==> src/rtl/opb_register_simulink2ppc_if.sv <==
// OPB slave-side signal bundle for the simulink-to-PPC read-back register.
// The master modport is the bus side; the slave modport is the register.
interface opb_register_simulink2ppc_if #(
    parameter int AW = 32,
    parameter int DW = 32
);
    logic [0:AW-1]     OPB_ABus;
    logic [0:DW/8-1]   OPB_BE;
    logic [0:DW-1]     OPB_DBus;
    logic              OPB_RNW;
    logic              OPB_select;
    logic              OPB_seqAddr;
    logic [0:DW-1]     Sl_DBus;
    logic              Sl_xferAck;
    logic              Sl_errAck;
    logic              Sl_retry;
    logic              Sl_toutSup;

    modport master (
        output OPB_ABus, OPB_BE, OPB_DBus, OPB_RNW, OPB_select, OPB_seqAddr,
        input  Sl_DBus, Sl_xferAck, Sl_errAck, Sl_retry, Sl_toutSup
    );

    modport slave (
        input  OPB_ABus, OPB_BE, OPB_DBus, OPB_RNW, OPB_select, OPB_seqAddr,
        output Sl_DBus, Sl_xferAck, Sl_errAck, Sl_retry, Sl_toutSup
    );
endinterface

==> src/rtl/opb_register_simulink2ppc.sv <==
// OPB read-back register: captures a fabric word on user_valid and serves it,
// plus a status word (update count, sticky new flag, freeze bit), to the PPC.
//
//   state   | meaning
//   --------+-----------------------------------------------------------
//   ST_IDLE | waiting for an address hit; snapshot/side effects on hit
//   ST_ACK  | Sl_xferAck high, Sl_DBus carries the read snapshot
//   ST_TURN | bus turnaround; select ignored, outputs low
module opb_register_simulink2ppc #(
    parameter logic [31:0] C_BASEADDR   = 32'hFFFF_FFFF,
    parameter logic [31:0] C_HIGHADDR   = 32'h0000_0000,
    parameter int          C_OPB_AWIDTH = 32,
    parameter int          C_OPB_DWIDTH = 32,
    parameter              C_FAMILY     = "virtex5"
) (
    input  logic                         OPB_Clk,
    input  logic                         OPB_Rst,
    opb_register_simulink2ppc_if.slave   opb,
    input  logic [31:0]                  user_data_in,
    input  logic                         user_valid,
    output logic                         user_frozen
);

    typedef enum logic [1:0] {
        ST_IDLE = 2'd0,
        ST_ACK  = 2'd1,
        ST_TURN = 2'd2
    } state_t;

    state_t state, state_nxt;

    logic [C_OPB_AWIDTH-1:0] addr;
    logic [5:0]              reg_sel;
    logic                    in_range;
    logic                    hit;
    logic                    sel_data;
    logic                    sel_status;
    logic                    capture;
    logic                    wr_status;
    logic                    new_clr;

    logic [31:0]             cap;
    logic [15:0]             update_count;
    logic                    new_flag;
    logic                    freeze;
    logic [C_OPB_DWIDTH-1:0] rd_word;
    logic [C_OPB_DWIDTH-1:0] rd_q;

    assign addr       = opb.OPB_ABus;
    assign reg_sel    = opb.OPB_ABus[24:29];
    assign in_range   = (addr >= C_BASEADDR) && (addr <= C_HIGHADDR);
    assign hit        = opb.OPB_select && in_range && (state == ST_IDLE);
    assign sel_data   = (reg_sel == 6'd0);
    assign sel_status = (reg_sel == 6'd1);

    // freeze gates the strobe completely, so a frozen word never moves
    assign capture    = user_valid && !freeze;
    assign wr_status  = hit && !opb.OPB_RNW && sel_status && opb.OPB_BE[3];
    assign new_clr    = (hit && opb.OPB_RNW && sel_data) ||
                        (wr_status && opb.OPB_DBus[30]);

    always_comb begin
        rd_word = '0;
        if (sel_data)
            rd_word = cap;
        else if (sel_status)
            rd_word = {update_count, 14'd0, new_flag, freeze};
    end

    always_comb begin
        state_nxt = state;
        case (state)
            ST_IDLE: if (hit) state_nxt = ST_ACK;
            ST_ACK:  state_nxt = ST_TURN;
            ST_TURN: state_nxt = ST_IDLE;
            default: state_nxt = ST_IDLE;
        endcase
    end

    always_ff @(posedge OPB_Clk or posedge OPB_Rst) begin
        if (OPB_Rst)
            state <= ST_IDLE;
        else
            state <= state_nxt;
    end

    always_ff @(posedge OPB_Clk or posedge OPB_Rst) begin
        if (OPB_Rst) begin
            cap          <= '0;
            update_count <= '0;
            new_flag     <= 1'b0;
            freeze       <= 1'b0;
            rd_q         <= '0;
        end else begin
            if (capture) begin
                cap          <= user_data_in;
                update_count <= update_count + 16'd1;
            end
            // a capture in the same cycle as a clear leaves the flag set
            if (capture)
                new_flag <= 1'b1;
            else if (new_clr)
                new_flag <= 1'b0;
            if (wr_status)
                freeze <= opb.OPB_DBus[31];
            rd_q <= (hit && opb.OPB_RNW) ? rd_word : '0;
        end
    end

    assign opb.Sl_DBus    = rd_q;
    assign opb.Sl_xferAck = (state == ST_ACK);
    assign opb.Sl_errAck  = 1'b0;
    assign opb.Sl_retry   = 1'b0;
    assign opb.Sl_toutSup = 1'b0;
    assign user_frozen    = freeze;

    logic unused_ok;
    assign unused_ok = ^{opb.OPB_seqAddr, opb.OPB_BE[0:2], opb.OPB_DBus[0:29],
                         |C_FAMILY};

endmodule

==> src/flat_wrapper.sv <==
// flat-port wrapper written by rule: the top's interface ports become plain ports
module opb_register_simulink2ppc_flat 
#(
    parameter logic [31:0] C_BASEADDR   = 32'hFFFF_FFFF,
    parameter logic [31:0] C_HIGHADDR   = 32'h0000_0000,
    parameter int          C_OPB_AWIDTH = 32,
    parameter int          C_OPB_DWIDTH = 32,
    parameter              C_FAMILY     = "       "
)
  (OPB_Clk, OPB_Rst, user_data_in, user_valid, user_frozen, opb_OPB_ABus, opb_OPB_BE, opb_OPB_DBus, opb_OPB_RNW, opb_OPB_select, opb_OPB_seqAddr, opb_Sl_DBus, opb_Sl_xferAck, opb_Sl_errAck, opb_Sl_retry, opb_Sl_toutSup);
  opb_register_simulink2ppc_if opb_i ();
  input  logic OPB_Clk;
  input  logic OPB_Rst;
  input  logic [31:0] user_data_in;
  input  logic user_valid;
  output logic user_frozen;
  input wire logic [$bits(opb_i.OPB_ABus)-1:0] opb_OPB_ABus;
  input wire logic [$bits(opb_i.OPB_BE)-1:0] opb_OPB_BE;
  input wire logic [$bits(opb_i.OPB_DBus)-1:0] opb_OPB_DBus;
  input wire logic [$bits(opb_i.OPB_RNW)-1:0] opb_OPB_RNW;
  input wire logic [$bits(opb_i.OPB_select)-1:0] opb_OPB_select;
  input wire logic [$bits(opb_i.OPB_seqAddr)-1:0] opb_OPB_seqAddr;
  output wire logic [$bits(opb_i.Sl_DBus)-1:0] opb_Sl_DBus;
  output wire logic [$bits(opb_i.Sl_xferAck)-1:0] opb_Sl_xferAck;
  output wire logic [$bits(opb_i.Sl_errAck)-1:0] opb_Sl_errAck;
  output wire logic [$bits(opb_i.Sl_retry)-1:0] opb_Sl_retry;
  output wire logic [$bits(opb_i.Sl_toutSup)-1:0] opb_Sl_toutSup;
  assign opb_i.OPB_ABus = opb_OPB_ABus;
  assign opb_i.OPB_BE = opb_OPB_BE;
  assign opb_i.OPB_DBus = opb_OPB_DBus;
  assign opb_i.OPB_RNW = opb_OPB_RNW;
  assign opb_i.OPB_select = opb_OPB_select;
  assign opb_i.OPB_seqAddr = opb_OPB_seqAddr;
  assign opb_Sl_DBus = opb_i.Sl_DBus;
  assign opb_Sl_xferAck = opb_i.Sl_xferAck;
  assign opb_Sl_errAck = opb_i.Sl_errAck;
  assign opb_Sl_retry = opb_i.Sl_retry;
  assign opb_Sl_toutSup = opb_i.Sl_toutSup;
  opb_register_simulink2ppc #(.C_BASEADDR(C_BASEADDR), .C_HIGHADDR(C_HIGHADDR), .C_OPB_AWIDTH(C_OPB_AWIDTH), .C_OPB_DWIDTH(C_OPB_DWIDTH), .C_FAMILY(C_FAMILY)) u_core (.OPB_Clk(OPB_Clk), .OPB_Rst(OPB_Rst), .opb(opb_i), .user_data_in(user_data_in), .user_valid(user_valid), .user_frozen(user_frozen));
endmodule
==> config.mk <==
export PLATFORM = sky130hd
export DESIGN_NAME = opb_register_simulink2ppc_flat
export DESIGN_NICKNAME = d
export VERILOG_FILES = /design/src/rtl/opb_register_simulink2ppc_if.sv /design/src/rtl/opb_register_simulink2ppc.sv /design/src/flat_wrapper.sv
export SDC_FILE = /design/constraint.sdc
export NUM_CORES = 1
export LEC_CHECK = 0
export CAP_MARGIN = 10
export CORE_AREA = 2 2 54 56
export CTS_BUF_LIST = sky130_fd_sc_hd__clkbuf_8 sky130_fd_sc_hd__clkbuf_16
export DETAILED_ROUTE_END_ITERATION = 8
export DIE_AREA = 0 0 56 58
export DONT_BUFFER_PORTS = 1
export HOLD_SLACK_MARGIN = 0.06
export MAX_ROUTING_LAYER = met4
export PLACE_DENSITY_LB_ADDON = 0.1
export SLEW_MARGIN = 15
export SYNTH_ARGS = -nofsm -noshare
export SYNTH_HDL_FRONTEND = slang
export SYNTH_SLANG_ARGS = --single-unit
==> constraint.sdc <==
create_clock -name OPB_Clk -period 1.25 [get_ports OPB_Clk]
set_input_delay 0.25 -clock OPB_Clk [delete_from_list [all_inputs] [get_ports OPB_Clk]]
set_output_delay 0.25 -clock OPB_Clk [all_outputs]
set_load 0.01 [all_outputs]
---- Yosys cells after proc, flatten, opt, wreduce, memory -nomap -nowiden ----
Cells that the tools add are included.
word-level totals
  flip-flop bits (word level) ............. 84
  input port bits ......................... 106
  output and inout port bits .............. 37
cells by class
  $add $sub $neg .......................... 1
  order comparisons ....................... 2
  equality and inequality tests ........... 3
  muxes and demuxes ....................... 7
  reductions and logical operators ........ 16
operators with widths
  cell                                                                      number
  32-bit two-way mux                                                        3
  32-bit >= comparator (second input constant)                              1
  32-bit by 1-bit <= comparator with 1-bit output (second input constant)   1
  16-bit by 1-bit adder with 16-bit output (second input constant)          1
  1-bit logical AND                                                         10
  6-bit by 1-bit == test with 1-bit output (second input constant)          1
  6-bit logical NOT                                                         1
  2-bit case mux with 2 select lines                                        1
  2-bit by 1-bit == test with 1-bit output (second input constant)          1
  1-bit logical NOT                                                         2
  2-bit logical NOT                                                         1
  1-bit two-way mux                                                         2
  2-bit two-way mux                                                         1
  2-bit by 1-bit inequality test with 1-bit output (second input constant)  1
  2-bit nonzero test                                                        1
  1-bit logical OR                                                          1

---- Logic depth before layout (Yosys ltp) ----
Gate-level depths: netlist of run 1.
  depth after elaboration ................. 11
  gate-level depth with buffers ........... 1
  gate-level depth less buffers ........... 1

---- Worst setup path after synthesis of run 1 ----
No wires, ideal clock.
  path type ............................... register to output
  from .................................... reg u_core.state[1]
  to ...................................... out opb_Sl_xferAck
  arrival ................................. 0.544 ns
  data required time ...................... 1.000 ns
  setup slack ............................. 0.456 ns
  cell stages (with the launch flop) ...... 2
  cell sequence ........................... dfrtp_1 nor2b_1
between the ends
  longest elaborated chain between the ends .. 1
RTL lines
  item                                      RTL line                          RTL
  from (decl)                               opb_register_simulink2ppc.sv:30   state_t state, state_nxt;
  from (signal assigned)                    opb_register_simulink2ppc.sv:84   state <= state_nxt;
  2-bit by 1-bit == test with 1-bit output  opb_register_simulink2ppc.sv:111  assign opb.Sl_xferAck = (state == ST_ACK);
  to (decl)                                 flat_wrapper.sv:24                output wire logic [$bits(opb_i.Sl_xferAck)-1:0] opb_Sl_xferAck;
Every way passes these cells.

---- Worst setup path after layout of run 1 ----
Ends and elaborated chain as after synthesis.

==> results by group, run 1 <==
STA
  – Clock skew: 0.00007538 ns
  – Fin. max-slew vios: 0
  – Final min period: about 1.1 ns
  – Fmax: 0.8826 GHz
  – Final setup violation count: 0
  – Hold Violations, Final: 0
  – Final critical-path share of the clock period: 90.64%
  – Setup TNS Final: 0 ns
  – RSZ-0062 raised after global routing: no

GRT
  – GR Overflow Total: 0
  – Met3 Use GR: between 8 and 9%
  – Number of global-route vias before repair: between 300 and 400
  – Most used routing layer: met2
  – Initial antenna violation count: 0
  – Routing usage on met1: under 10%
  – Global-route wire length before repair: 1725 µm
  – Largest net degree at the start of global routing: 36
  – GR Util met2: 9.244%
  – GRT Overall Usage: under 10%

Routing
  – Routed Antenna Nets: 0
  – Mean routed wirelength per cell: between 9 and 10 µm
  – Final wirelength: around 1100 µm
  – Via count: 367
  – DRC Markers: 0
  – DRT iter0 DRCs: 1
  – Avg Vias per Cell: about 3.2
  – Pre-antenna DRT Iters: 2

Setup path
  – Crit path buffers/inverters: 0
  – Slowest-stage cell, CP: dfrtp_1
  – Startpoint types: register
  – CP delay by family, top: flip-flops
  – CP max FO: 2
  – WP depth: 1
  – R2r worst-path depth: 1
  – Critical Path, Cell by Cell: nor2b_1
  – CP Data Arrival Time: between 0.8 and 0.9 ns
  – Critical path class: register to output pin
  – Peak per-stage delay on the critical path: 0.38 ns
  – Critical Path Sink Type: output pin
  – Required @ worst endpoint: 1.00 ns

Min path
  – Hold path cells: 1
  – Worst min-delay path category: register to register

Clock network
  – Clk buf depth: 2
  – Clock slew at reported path FFs: around 0.060 ns
  – CTS resizes: 0
  – Root Buffer: clkbuf_8
  – Clock latency on the worst-skew pair: around 0.28 ns
  – Sink Count: 35
  – Total CTS buffers: 5
  – CTS tree: built
  – H-tree levels: 2

Run
  – Max-Cap Viols: 0

Die
  – I/O pin count: about 140
  – Die width: between 50 and 60 µm
  – # rows: 19
  – Initial Util: ~35%
  – CORE AREA: roughly 0.0027 mm²
  – Die Span Y: 58 µm
  – Die ar.: about 0.0032 mm²

Place
  – Port Buffers: 0
  – Placed cell count: about 110
  – GPL Wtd Cong: ~0.60
  – Post-DP HPWL: 663.8 µm

Finish
  – Layout fillers: 236
  – Final Non-Filler Cells: around 120
  – Layout cell share with drive strength beyond 1: about a tenth
  – Number of diodes: 0
  – Nets: ~190
  – Storage cell area: about 880 µm²
  – Area of the multi-input gates: about 150 µm²
  – Area grow syn2layout: 28.36%

Logic synthesis
  – Yosys cell types: 6
  – Post-synthesis sequential area ratio: between 90% and 100%
  – Gate Count Post-Synth: 43
  – FF+latch count, synth: 35
  – Area fraction in compound gates after synthesis: 0%
  – Syn_area_per_cell: approximately 21 µm²
  – Largest family of logic cells by synthesized area: buffers and inverters
  – Post-synthesis mux area share: 0%
  – Synthesized area: about 920 µm²
  – XOR/XNOR share of the synthesized area: 0%
  – Synthesized-area fraction occupied by adder cells: 0%
  – Syn. warnings: 0
  – Synth Area in Simple Gates: under 10%

Power and ir drop
  – Worst vdd ir: ~0.96 mV
  – Lkg Pwr: around 0.6 nW
  – Power Density: roughly 1800 mW/mm²

Run status
  – Status: finished, final reports clean
worst paths after layout:
| check | from | to | slack (ns) |
|---|---|---|---|
| max in group asynchronous | OPB_Rst | u_core.opb.Sl_DBus[4] | 0.44 |
| min reg2reg | u_core.state[1] | u_core.state[1] | 0.43 |
| min | u_core.state[1] | u_core.state[1] | 0.43 |
| max reg2reg | u_core.state[0] | u_core.state[1] | 0.66 |
| min in group asynchronous | OPB_Rst | u_core.opb.Sl_DBus[15] | 0.51 |
| max | u_core.state[1] | opb_Sl_xferAck | 0.12 |
cells by family after synthesis:
| group | after synthesis |
|---|---|
| DFF | 35 |
| other | 1 |
| and+or+nand+nor | 2 |
| buffers and inverters | 5 |
metal layers:
layer | vias to the layer above | wire [µm] | share of wire (%)
met4 | 0 | 24 | 2.2
met5 | - | 0 | 0
met3 | 4 | 166 | 15
met2 | 33 | 413 | 38
li1 | 166 | - | -
met1 | 164 | 472 | 44
metrics by stage:
step	power, W	hold WS [ns]	area [µm²]	worst slack [ns]	utilization (%)
after floorplan	0.001295	0.4031	1054	0.2241	-
after global placement	0.001304	0.2567	1074	0.4149	40.32
after detailed placement	0.001302	0.2567	1074	0.4102	40.32
after CTS	0.002163	0.4279	1184	0.09811	44.45
after global routing	0.002225	0.4515	1184	0.05436	44.45
final	0.002119	0.4255	1184	0.1170	44.45
cell type report:
type / count / share of cell area [%]
Multi-Input combinational cell: 38 / 12.47
Tap cell: 31 / 3.277
Clock buffer: 7 / 8.140
Clock inverter: 1 / 0.3171
Timing Repair Buffer: 2 / 1.480
Sequential cell: 35 / 74.00
Inverter: 1 / 0.3171
sequential cells by signal (all words and copies together), names as in the netlist:
signal and flops:
u_core.user_frozen 1, u_core.state 2, u_core.opb.Sl_DBus 32
synth_stat cells:
library cell   n  area [µm²]
dfrtp_1       35       875.8
nor2b_1        2       12.51
conb_1         1       3.750
inv_1          1       3.750
clkbuf_1       1       3.750
buf_4          3       22.52
where the power goes:
part	total, W	switching, W	internal [W]
sequential	0.00124	0.0000490	0.00119
combinational	0.0000441	0.0000378	0.00000628
clock	0.000835	0.000342	0.000493
what timing repair did:
item | in CTS | in global routing
hold endpoints to repair | 35 | 0
hold buffers | 1 | 0
setup buffers | 0 | 0
placed cells by master (no fill, tap or decap), drive strengths merged:
cell type	count
conb	36
dfrtp	35
clkbuf	7
nor2b	2
inv	2
dlygate4sd3	1
buf	1
Note: power is estimated with default switching activity, not from simulation.
==> run 2, diff against run 1 <==
- TNS_END_PERCENT: default -> 30
==> results of run 2 <==
The final DEF is identical to that of run 1; final timing and power are the same.
==> run 3, diff against run 2 <==
- PLACE_DENSITY: default -> 0.59
- PLACE_DENSITY_LB_ADDON: 0.1 -> default
==> run 3 against run 2 <==
Compared with the run above:
- first-iteration DRC count rose to 3.0 times the previous value
- clock skew is essentially flat
- total power down 2.9%
- critical endpoint unchanged
- die area did not move
- global-route usage is 0.93 points higher
- register-to-register slack hardly changed
==> results by group, run 3 (synthesis gave the netlist of run 1 again) <==
Run status
  – Status: finished, final reports clean (unchanged)

Finish
  – Commonest non-fill, non-tap cells in the layout: conb_1 (36), dfrtp_1 (35), clkbuf_8 (5), nor2b_1 (2), clkinvlp_4 (2) (was conb_1 (36), dfrtp_1 (35), clkbuf_8 (7), nor2b_1 (2), inv_1 (2))
  – Nets: 189 (unchanged)
  – Finished layout cell area: 0.001185 mm² (was 0.001184 mm²)
  – Largest register FFs: 32 (unchanged)
  – Area grow syn2layout: 28.49% (was 28.36%)
  – Most common cell after layout, fill and taps aside: conb_1 (unchanged)
  – Number of diodes: 0 (unchanged)
  – Layout cell share with drive strength beyond 1: 10.71% (was 9.524%)

Clock network
  – Clk buf depth: 2 (unchanged)
  – Total CTS buffers: 5 (unchanged)
  – Clock latency on the worst-skew pair: 0.28 ns (about the same)
  – H-tree levels: 2 (unchanged)
  – CTS tree: built (unchanged)
  – Post-CTS setup buffers: 0 (unchanged)
  – Sink Count: 35 (unchanged)
  – Clock slew at reported path FFs: 0.07 ns (was 0.06 ns)
  – CTS resizes: 0 (unchanged)
  – Root Buffer: clkbuf_8 (unchanged)

Setup path
  – CP max FO: 2 (unchanged)
  – Required @ worst endpoint: 1.00 ns (about the same)
  – Critical Path, Cell by Cell: nor2b_1 (unchanged)
  – Critical Path Sink Type: output pin (unchanged)
  – Worst reg2reg endpoint: u_core.state[1] (unchanged)
  – Crit path buffers/inverters: 0 (unchanged)
  – Slowest-stage cell, CP: dfrtp_1 (unchanged)
  – Reg-to-reg setup timing slack: 0.65 ns (was 0.66 ns)
  – CP delay by family, top: flip-flops (unchanged)
  – RR Startpoint: u_core.state[0] (unchanged)
  – Critical path class: register to output pin (unchanged)
  – Startpoint types: register (unchanged)
  – Peak per-stage delay on the critical path: 0.38 ns (about the same)
  – CP Data Arrival Time: 0.87 ns (was 0.88 ns)
  – R2r worst-path depth: 1 (unchanged)

GRT
  – Global-route wire length before repair: 1918 µm (was 1725 µm)
  – Initial antenna violation count: 0 (unchanged)
  – GR Overflow Total: 0 (unchanged)
  – Number of global-route vias before repair: 394 (was 352)
  – GRT Overall Usage: 9.467% (was 8.537%)
  – Largest net degree at the start of global routing: 28 (was 36)

Die
  – Die width: 56 µm (unchanged)
  – Die ar.: 0.003248 mm² (unchanged)
  – Die Span Y: 58 µm (unchanged)
  – CORE AREA: 0.002663 mm² (unchanged)
  – # rows: 19 (unchanged)
  – I/O pin count: 143 (unchanged)
  – Initial Util: 34.63% (unchanged)

STA
  – Fmax: 0.8909 GHz (was 0.8826 GHz)
  – Final min period: 1.122 ns (was 1.133 ns)
  – Hold Violations, Final: 0 (unchanged)
  – Hold_ws: 0.3722 ns (was 0.4255 ns)
  – Fin. max-slew vios: 0 (unchanged)
  – Final critical-path share of the clock period: 89.80% (was 90.64%)
  – Clock skew: 0.00002828 ns (was 0.00007538 ns)
  – RSZ-0062 raised after global routing: no (unchanged)
  – Final setup violation count: 0 (unchanged)
  – Setup TNS Final: 0 ns (unchanged)

Routing
  – Via count: 377 (was 367)
  – Routed Antenna Nets: 0 (unchanged)
  – DRT iter0 DRCs: 3 (was 1)
  – Mean routed wirelength per cell: 10.26 µm (was 9.357 µm)
  – DRC Markers: 0 (unchanged)
  – Pre-antenna DRT Iters: 4 (was 2)
  – Avg Vias per Cell: 3.278 (was 3.191)
  – Final wirelength: 1180 µm (was 1076 µm)

Power and ir drop
  – Lkg Pwr: 0.5914 nW (was 0.6024 nW)
  – Worst vdd ir: 0.9944 mV (was 0.9561 mV)
  – Power Density: 1738 mW/mm² (was 1791 mW/mm²)

Run
  – Max-Cap Viols: 0 (unchanged)

Place
  – Placed Area: 0.001086 mm² (was 0.001074 mm²)
  – Port Buffers: 0 (unchanged)
  – GPL Wtd Cong: 0.6288 (was 0.5998)

Min path
  – Worst min-delay path category: primary input to asynchronous set/reset pin (was register to register)
[run 3: worst max path at each step]
stage,from,to,slack [ns],depth (start not counted)
floorplan,OPB_Rst,u_core.opb.Sl_DBus[0],0.22,1
finish,u_core.state[1],opb_Sl_xferAck,0.13,1
CTS,u_core.state[1],opb_Sl_xferAck,0.10,1
global placement,u_core.state[1],opb_Sl_xferAck,0.42,1
detailed placement,u_core.state[1],opb_Sl_xferAck,0.42,1
global route,u_core.state[1],opb_Sl_xferAck,0.07,1
[run 3: per-layer routing]
metal,GRT usage (%),wire length [µm],vias up
li1,-,-,167
met4,9.184,53,0
met2,12.10,539,29
met1,8.657,447,174
met5,-,0,-
met3,7.366,140,7
[run 3: layout make-up]
cell class	instances	area, µm²
Fill cell	245	1478
Sequential cell	35	875.8
Multi-Input combinational cell	38	147.6
Clock buffer	5	68.82
Tap cell	31	38.79
Timing Repair Buffer	2	30.03
Clock inverter	3	20.02
Inverter	1	3.754
[run 3: per-stage QoR]
step	power [W]	utilization [%]	worst slack, ns	instances
2_1_floorplan	0.001295	-	0.2241	78
3_3_place_gp	0.001308	40.79	0.4164	106
3_5_place_dp	0.001308	40.79	0.4177	106
4_1_cts	0.002096	44.50	0.1049	115
5_1_grt	0.002174	44.50	0.07331	115
6_report	0.002059	44.50	0.1276	115
[run 3: power by group]
group	switching [W]	leakage [nW]	internal, W	total, W
Clock	0.000382	0.0402	0.000386	0.000769
Sequential	0.0000509	0.411	0.00119	0.00124
Combinational	0.0000387	0.140	0.0000104	0.0000491
[run 3: what timing repair did]
| action | in CTS | in global routing |
|---|---|---|
| hold endpoints to repair | 8 | 0 |
| hold buffers | 1 | 0 |
| setup endpoints to repair | 0 | 0 |
